## config.mk

```make
export PLATFORM = sky130hd
export DESIGN_NAME = adc_scan_sequencer
export DESIGN_NICKNAME = d
export VERILOG_FILES = /design/src/rtl/adc_scan_sequencer.sv
export SDC_FILE = /design/constraint.sdc
export NUM_CORES = 1
export LEC_CHECK = 0
export ABC_AREA = 1
export CAP_MARGIN = 20
export CORE_UTILIZATION = 23
export DETAILED_ROUTE_END_ITERATION = 12
export GPL_ROUTABILITY_DRIVEN = 0
export GPL_TIMING_DRIVEN = 0
export PLACE_DENSITY = 0.48
export SYNTH_ARGS = -nofsm -noshare
export SYNTH_HDL_FRONTEND = slang
export SYNTH_SLANG_ARGS = --single-unit
export TNS_END_PERCENT = 30
```

## constraint.sdc

```tcl
create_clock -name clk -period 3.6 [get_ports clk]
set_input_delay 0.72 -clock clk [delete_from_list [all_inputs] [get_ports clk]]
set_output_delay 0.72 -clock clk [all_outputs]
set_load 0.01 [all_outputs]
```

## src/rtl/adc_scan_sequencer.sv

```systemverilog
// rtl/adc_scan_sequencer.sv - multi-channel ADC scan sequencer with averaging
//
// Walks the enabled channels in ascending order, issuing each channel
// 2^AVG_LOG2 times as 6-bit ADC configuration words, one frame at a time.
// The ADC returns each sample one frame late, so the first frame of a scan
// is a priming frame and the last one is a flush frame carrying no config.
//
// Ports:
//   clk, reset             clock, asynchronous active-high reset
//   start                  pulse; begins a scan when idle and the mask is non-zero
//   continuous             rescan at each wrap while high
//   ch_mask, unipolar      channel enables and UNI bit, snapshotted per scan
//   frame_req, cfg_word    frame request and the config shifted during it
//   frame_ack, adc_data    frame completion strobe and returned sample
//   busy                   scan in progress
//   res_valid/res_ch/res_data  averaged per-channel result strobe
//   scan_done              pulses with the last result of each scan
module adc_scan_sequencer #(
  parameter int NUM_CH   = 8,
  parameter int AVG_LOG2 = 2
) (
  input  logic        clk,
  input  logic        reset,
  input  logic        start,
  input  logic        continuous,
  input  logic [7:0]  ch_mask,
  input  logic        unipolar,
  output logic        frame_req,
  output logic [5:0]  cfg_word,
  input  logic        frame_ack,
  input  logic [11:0] adc_data,
  output logic        busy,
  output logic        res_valid,
  output logic [2:0]  res_ch,
  output logic [11:0] res_data,
  output logic        scan_done
);

  localparam int ACC_W = 12 + AVG_LOG2;
  localparam int REP_W = (AVG_LOG2 == 0) ? 1 : AVG_LOG2;
  localparam logic [REP_W-1:0] REP_LAST = REP_W'((1 << AVG_LOG2) - 1);
  localparam logic [7:0] CH_RANGE = 8'((1 << NUM_CH) - 1);

  typedef enum logic [1:0] {S_IDLE, S_RUN, S_FLUSH} state_t;

  // Lowest set bit of m at or above index 'from'; bit 3 flags a hit.
  function automatic logic [3:0] find_ch(input logic [7:0] m, input logic [3:0] from);
    logic [3:0] r;
    r = 4'd0;
    for (int i = 7; i >= 0; i--) begin
      if (m[i] && (4'(i) >= from)) r = {1'b1, 3'(i)};
    end
    return r;
  endfunction

  // S/D=1 (single-ended), O/S=c[0], S1=c[2], S0=c[1], UNI, SLP=0.
  function automatic logic [5:0] cfg_of(input logic [2:0] c, input logic uni);
    return {1'b1, c[0], c[2], c[1], uni, 1'b0};
  endfunction

  state_t             state_q, state_d;
  logic [7:0]         mask_q, mask_d;
  logic               uni_q, uni_d;
  logic [2:0]         iss_ch_q, iss_ch_d;
  logic [REP_W-1:0]   iss_rep_q, iss_rep_d;
  logic               iss_valid_q, iss_valid_d;
  logic [2:0]         pend_ch_q, pend_ch_d;
  logic [REP_W-1:0]   pend_rep_q, pend_rep_d;
  logic               pend_valid_q, pend_valid_d;
  logic               pend_last_q, pend_last_d;
  logic [ACC_W-1:0]   acc_q, acc_d;
  logic [5:0]         cfg_word_q, cfg_word_d;
  logic               res_valid_q, res_valid_d;
  logic [2:0]         res_ch_q, res_ch_d;
  logic [11:0]        res_data_q, res_data_d;
  logic               scan_done_q, scan_done_d;

  logic [7:0]         eff_mask;
  logic [3:0]         first_new;
  logic [3:0]         next_iss;
  logic               iss_last;
  logic [ACC_W-1:0]   acc_sum;

  assign eff_mask  = ch_mask & CH_RANGE;
  assign first_new = find_ch(eff_mask, 4'd0);
  assign next_iss  = find_ch(mask_q, {1'b0, iss_ch_q} + 4'd1);
  // The issued frame is the final one of its scan: last rep, no higher channel.
  assign iss_last  = iss_valid_q && (iss_rep_q == REP_LAST) && !next_iss[3];
  // Rep 0 restarts the sum instead of adding to the previous channel's total.
  assign acc_sum   = ((pend_rep_q == '0) ? '0 : acc_q) + ACC_W'(adc_data);

  always_comb begin
    state_d      = state_q;
    mask_d       = mask_q;
    uni_d        = uni_q;
    iss_ch_d     = iss_ch_q;
    iss_rep_d    = iss_rep_q;
    iss_valid_d  = iss_valid_q;
    pend_ch_d    = pend_ch_q;
    pend_rep_d   = pend_rep_q;
    pend_valid_d = pend_valid_q;
    pend_last_d  = pend_last_q;
    acc_d        = acc_q;
    cfg_word_d   = cfg_word_q;
    res_valid_d  = 1'b0;
    res_ch_d     = res_ch_q;
    res_data_d   = res_data_q;
    scan_done_d  = 1'b0;

    case (state_q)
      S_IDLE: begin
        if (start && first_new[3]) begin
          state_d      = S_RUN;
          mask_d       = eff_mask;
          uni_d        = unipolar;
          iss_ch_d     = first_new[2:0];
          iss_rep_d    = '0;
          iss_valid_d  = 1'b1;
          pend_valid_d = 1'b0;
          pend_last_d  = 1'b0;
          cfg_word_d   = cfg_of(first_new[2:0], unipolar);
        end
      end
      default: begin
        if (frame_ack) begin
          if (pend_valid_q) begin
            acc_d = acc_sum;
            if (pend_rep_q == REP_LAST) begin
              res_valid_d = 1'b1;
              res_ch_d    = pend_ch_q;
              res_data_d  = acc_sum[AVG_LOG2 +: 12];
              scan_done_d = pend_last_q;
            end
          end
          pend_ch_d    = iss_ch_q;
          pend_rep_d   = iss_rep_q;
          pend_valid_d = iss_valid_q;
          pend_last_d  = iss_last;

          if (state_q == S_FLUSH) begin
            state_d      = S_IDLE;
            pend_valid_d = 1'b0;
            iss_valid_d  = 1'b0;
          end else if (iss_rep_q != REP_LAST) begin
            iss_rep_d = iss_rep_q + REP_W'(1);
          end else if (next_iss[3]) begin
            iss_ch_d   = next_iss[2:0];
            iss_rep_d  = '0;
            cfg_word_d = cfg_of(next_iss[2:0], uni_q);
          end else if (continuous && first_new[3]) begin
            mask_d     = eff_mask;
            uni_d      = unipolar;
            iss_ch_d   = first_new[2:0];
            iss_rep_d  = '0;
            cfg_word_d = cfg_of(first_new[2:0], unipolar);
          end else begin
            // Flush frame: config left as-is, its returned data is the last sample.
            state_d     = S_FLUSH;
            iss_valid_d = 1'b0;
          end
        end
      end
    endcase
  end

  always_ff @(posedge clk or posedge reset) begin
    if (reset) begin
      state_q      <= S_IDLE;
      mask_q       <= '0;
      uni_q        <= 1'b0;
      iss_ch_q     <= '0;
      iss_rep_q    <= '0;
      iss_valid_q  <= 1'b0;
      pend_ch_q    <= '0;
      pend_rep_q   <= '0;
      pend_valid_q <= 1'b0;
      pend_last_q  <= 1'b0;
      acc_q        <= '0;
      cfg_word_q   <= '0;
      res_valid_q  <= 1'b0;
      res_ch_q     <= '0;
      res_data_q   <= '0;
      scan_done_q  <= 1'b0;
    end else begin
      state_q      <= state_d;
      mask_q       <= mask_d;
      uni_q        <= uni_d;
      iss_ch_q     <= iss_ch_d;
      iss_rep_q    <= iss_rep_d;
      iss_valid_q  <= iss_valid_d;
      pend_ch_q    <= pend_ch_d;
      pend_rep_q   <= pend_rep_d;
      pend_valid_q <= pend_valid_d;
      pend_last_q  <= pend_last_d;
      acc_q        <= acc_d;
      cfg_word_q   <= cfg_word_d;
      res_valid_q  <= res_valid_d;
      res_ch_q     <= res_ch_d;
      res_data_q   <= res_data_d;
      scan_done_q  <= scan_done_d;
    end
  end

  assign frame_req = (state_q != S_IDLE);
  assign busy      = (state_q != S_IDLE);
  assign cfg_word  = cfg_word_q;
  assign res_valid = res_valid_q;
  assign res_ch    = res_ch_q;
  assign res_data  = res_data_q;
  assign scan_done = scan_done_q;

endmodule
```

After elaboration in Yosys (flattened, before gate mapping) --
Cells that the tools add are included. W data, S select, Z words.
Cells by class: $lt $le $gt $ge 8, mux-type cells 80, reductions and logical operators 28, add/subtract/negate cells 3, equality and inequality tests 11, bitwise logic cells 1
Operator list (count):
- $mux W4 | 16
- $mux W8 | 7
- $mux W6 | 7
- $mux W1 | 28
- $mux W2 | 14
- $mux W3 | 7
- $ge A3 B4 Y1 const A | 4
- $add A14 B12 Y14 | 1
- $mux W14 | 1
- $logic_and A1 B1 Y1 | 12
- $reduce_and A5 Y1 | 2
- $ge A1 B4 Y1 const A | 2
- $ge A2 B4 Y1 const A | 2
- $reduce_and A4 Y1 | 2
- $eq A2 B2 Y1 const B | 3
- $ne A2 B1 Y1 const B | 3
- $ne A3 B2 Y1 const B | 2
- $reduce_and A6 Y1 | 1
- $reduce_bool A2 Y1 | 3
- $add A3 B1 Y4 const B | 1
- $logic_not A2 Y1 | 2
- $ne A2 B2 Y1 const B | 2
- $reduce_and A2 Y1 | 2
- $reduce_bool A4 Y1 | 1
- 6 further kinds | 6
Storage, ports and cells: output and inout port bits 25, register bits after elaboration 61, input port bits 26, word-level logic and storage cells 147

Longest topological paths before layout --
depth after elaboration 16, depth in mapped cells 15, depth with buffers taken out 15

Worst setup path after synthesis --
No wires, ideal clock.
kind reg-to-reg, start point reg pend_rep_q[1], end point reg acc_q[10], required time 3482 ps, data arrival time 2243 ps, slack 1239 ps, library setup time 118 ps, stages on the path, launching flop included 15, period minus slack after synthesis 2361 ps, buffers on the path 1, cell sequence dfrtp_1 > nor2_1 > clkbuf_1 > nor2_1 > ha_1 > inv_1 > fa_1 > nand3b_1 > nand2_1 > a21boi_0 > o21ai_0 > nand2_1 > nand3_1 > nand3_1 > nand2_1
On the way: word-level cells in the longest chain between the ends 3
RTL lines:
- start: declaration | RTL line 68 | logic [REP_W-1:0] pend_rep_q, pend_rep_d;
- start signal: assignment | RTL line 192 | pend_rep_q <= pend_rep_d;
- $logic_not A2 Y1 | RTL line 90 | assign acc_sum = ((pend_rep_q == '0) ? '0 : acc_q) + ACC_W'(adc_data);
- $mux W14 | RTL line 90
- $add A14 B12 Y14 | RTL line 90
- end signal: assignment | RTL line 178 | acc_q <= '0;
- end signal: assignment | RTL line 195 | acc_q <= acc_d;
- end: declaration | RTL line 71 | logic [ACC_W-1:0] acc_q, acc_d;
Every way passes these cells. A chain may end at the register's enable or synchronous reset.

Final worst setup path --
start point reg pend_rep_q[0], end point reg res_data_q[8], in the netlist res_data[8]
On the way: word-level cells in the longest chain between the ends 3, elaborated cells between the ends (all ways) 5, classes of those cells add/sub (1); eq/ne (1); mux (1); reduce/logical (2)
RTL lines:
- $logic_not A2 Y1 | RTL line 90
- $mux W14 | RTL line 90
- $add A14 B12 Y14 | RTL line 90
- end signal: assignment | RTL line 199 | res_data_q <= res_data_d;
- end: declaration | RTL line 75 | logic [11:0] res_data_q, res_data_d;
Parallel ways exist; a longest one is shown, timed or not.

==> results.tsv <==
stage	metric	value	unit
outcome	status	completed	
power_and_ir_drop	p_leak	2.10	nW
clock_network	clock_latency	310	ps
timing	clock_skew	4.59	ps
synth	synth_area	3360	µm²
synth	ys_ff_latch	56	
placement	hpwl	6.23	mm
synth	syn_area_per_cell	7.57	µm²
min_path	hp-start	uni_q	
drt	vias	2906	
die	start_util	23.9	%
power_and_ir_drop	ir_drop	239	µV
power_and_ir_drop	clkPwrFrac	16.6	%
clock_network	numCtsBuffers	5	
global_routing	grt_pass1_vias	2996	
drt	routed_via_density	4.26	
timing	fin_crit_sh	83.3	%
min_path	holdPathStages	2	
die	num_rows	43	
critical_path	rr_startpoint	pend_rep_q[0]	
synth	synthSimpleGateAreaFrac	28.8	%
critical_path	reg2reg_depth	14	
timing	finalCriticalPeriod	3000	ps
synth	synth_common_cells	nand2_1 (125), inv_1 (59), dfrtp_1 (56)	
timing	setup_violations	0	
clock_network	clockRootBuffer	clkbuf_16	
critical_path	end_kind	flip-flop	
timing	rsz0062_at_grt	no	
final_layout	drive_gt1_share	9.16	%
die	io_pins	51	
synth	synthMuxAreaShare	0	%
timing	slew_headroom	62.7	%
timing	drv_slew	0	
timing	setup-tns-final	0	ps
critical_path	cp.arrival	3200	ps
clock_network	cts-htree-levels	2	
synth	netlist.area_leader.share	41.7	%
critical_path	critPathKind	reg -> reg	
min_path	holdPathEnd	uni_q	
global_routing	grtUsageTotal	11.9	%
synth	yosys-top-cells-area	dfrtp_1 (42%), nand2_1 (14%), inv_1 (6.6%)	
die	die_h	123	µm
synth	synth_edf_count	0	
die	dieArea	15100	µm²
synth	ys.flop_type	dfrtp_1	
power_and_ir_drop	p_comb_share	53.1	%
clock_network	clk_path_buf_depth	2	
critical_path	cp_max_fo	10	
drt	wl_per_cell	11.8	µm
final_layout	final_core_util	30.3	%
synth	synth_fa_ha_area_share	6.55	%
final_layout	layout.nets	544	
timing	fmax	0.334	GHz
min_path	hp-class	reg -> reg	
power_and_ir_drop	p_seq_share	30.3	%
clock_network	clkTransAtPathRegs	70	ps
synth	synth-async-reset-ratio	100	%
synth	synthCells	444	
drt	drtPass1Iterations	4	
drt	drt_iter0_drc	122	
power_and_ir_drop	power_density	820	nW/µm²
drt	ant_nets	0	
die	core_region_area	14100	µm²
synth	synth.most_common_cell	nand2_1	
final_layout	areaGrowthSynthToFinish	26.9	%
power_and_ir_drop	internal_power	1.98	mW
clock_network	cts_tree	yes	
clock_network	holdBufCountCts	0	
clock_network	post_cts_buffers	0	
synth	synth_top_family_by_area	simple AND/OR/NAND/NOR gates	
critical_path	timing.rr.end	res_data[8]	
die	die_w	123	µm
timing	tightestPinTransition	559	ps
global_routing	grt_first_pass_wirelength	13.9	mm
global_routing	grt_overflow	0	
clock_network	cts-resized-gates	0	
synth	synth-xor-area-share	1.82	%
synth	syn-num-nets	487	
final_layout	insertedDiodeCount	0	
critical_path	r2r_slack	600	ps
timing	finalHoldViolCount	0	
global_routing	grt_max_degree	33	
power_and_ir_drop	sw_frac_of_total	43.4	%
job	cap_violations	0	
drt	drc	0	
final_layout	fillCellCount	1590	
power_and_ir_drop	switching_power	1.52	mW
critical_path	startpoint_type	flip-flop	
placement	dpl_cell_area	4100	µm²
clock_network	clock_sinks	56	
synth	synth_compound_area_share	12.0	%
drt	drt-total-wl	8.01	mm
placement	numPortBuffers	49	
synth	synth_area_leader_cell	dfrtp_1	
critical_path	worst_ep_required_time	3800	ps
global_routing	antenna_found_initial	0	
synth	seq_area_frac_synth	41.7	%
synth	yosys.cell_types.count	37	
final_layout	design_area	4270	µm²
synth	ys_warn_count	0	
cells by family after synthesis:
logic type / after synthesis
other cells: 1
flops: 56
simple gates: 219
buf+inv: 74
xor+xnor: 7
compound gates: 70
fa+ha+maj: 17
worst max-delay path, stage by stage, from the launching register on:
cell	delay [ps]
dfrtp_1	400
nor2_1	340
clkbuf_1	480
nor2_1	80
ha_1	220
inv_1	90
fa_1	200
nand3b_1	110
nand2_1	120
a21boi_0	280
o21ai_0	200
nand2_1	120
nand3_1	90
nand3_1	100
nand2_1	50
per-stage QoR:
step | hold slack (ps) | worst slack, ps | power, mW | instances
2_1_floorplan | 436 | 1240 | 2.37 | 444
3_3_place_gp | 457 | 287 | 2.94 | 673
3_5_place_dp | 453 | 462 | 2.96 | 674
4_1_cts | 478 | 556 | 3.56 | 682
5_1_grt | 508 | 242 | 3.88 | 682
6_report | 472 | 603 | 3.50 | 682
cells in the final DEF (no fill, tap or decap), types with 7 or more instances in the layout:
cell,Yosys,final
nand2_1,125,125
dfrtp_1,56,56
clkdlybuf4s50_1,0,49
inv_1,59,58
o21ai_2,7,7
ha_1,16,16
a21oi_1,16,16
nand3_1,31,31
nor2_1,37,37
o21ai_0,31,31
power by group through the flow:
stage | Sequential (mW) | Clock (mW) | Combinational, mW
6_report | 1.06 | 0.579 | 1.86
5_1_grt | 1.10 | 0.618 | 2.16
4_1_cts | 1.06 | 0.600 | 1.90
3_5_place_dp | 1.08 | 0 | 1.89
3_3_place_gp | 1.07 | 0 | 1.87
2_1_floorplan | 1.08 | 0 | 1.29
per-layer routing:
metal | vias up | GRT usage (%) | wire length (µm)
met2 | 42 | 20.3 | 3690
met4 | 0 | 4.12 | 113
met3 | 8 | 2.77 | 343
met5 | - | 0 | 0
li1 | 1521 | - | -
met1 | 1335 | 14.7 | 3870
state kept, by name, summed over array words and instances, names as in the netlist:
| name | flops |
|---|---|
| pend_last_q | 1 |
| iss_ch_q | 2 |
| iss_rep_q | 2 |
| res_valid | 1 |
| uni_q | 1 |
| state_q | 2 |
| res_data | 12 |
| cfg_word | 3 |
| acc_q | 14 |
| res_ch | 3 |
| pend_valid_q | 1 |
| pend_rep_q | 2 |
| pend_ch_q | 3 |
| mask_q | 8 |
| scan_done | 1 |
how the worst max path moves through the flow:
stage                              from     endpoint  slack [ps]  depth (start not counted)
after floorplan           pend_rep_q[1]    acc_q[10]        1240                         14
after global placement            reset     acc_q[4]         290                          2
after detailed placement    adc_data[0]  res_data[8]         460                         13
after CTS                 pend_rep_q[0]  res_data[8]         560                         14
after global routing      pend_rep_q[0]  res_data[8]         240                         14
final                     pend_rep_q[0]  res_data[8]         600                         14
cell type report:
type,instances,area [µm²],share of cell area [%]
multi-input combinational,314,1660,38.8
sequential,56,1400,32.9
timing repair buffer,50,510,12.0
inverter,64,240,5.63
tap,180,225,5.28
clock buffer,5,125,2.93
buffer,10,65.1,1.53
clock inverter,3,42.5,0.997
Note: power is estimated with default switching activity, not from simulation.
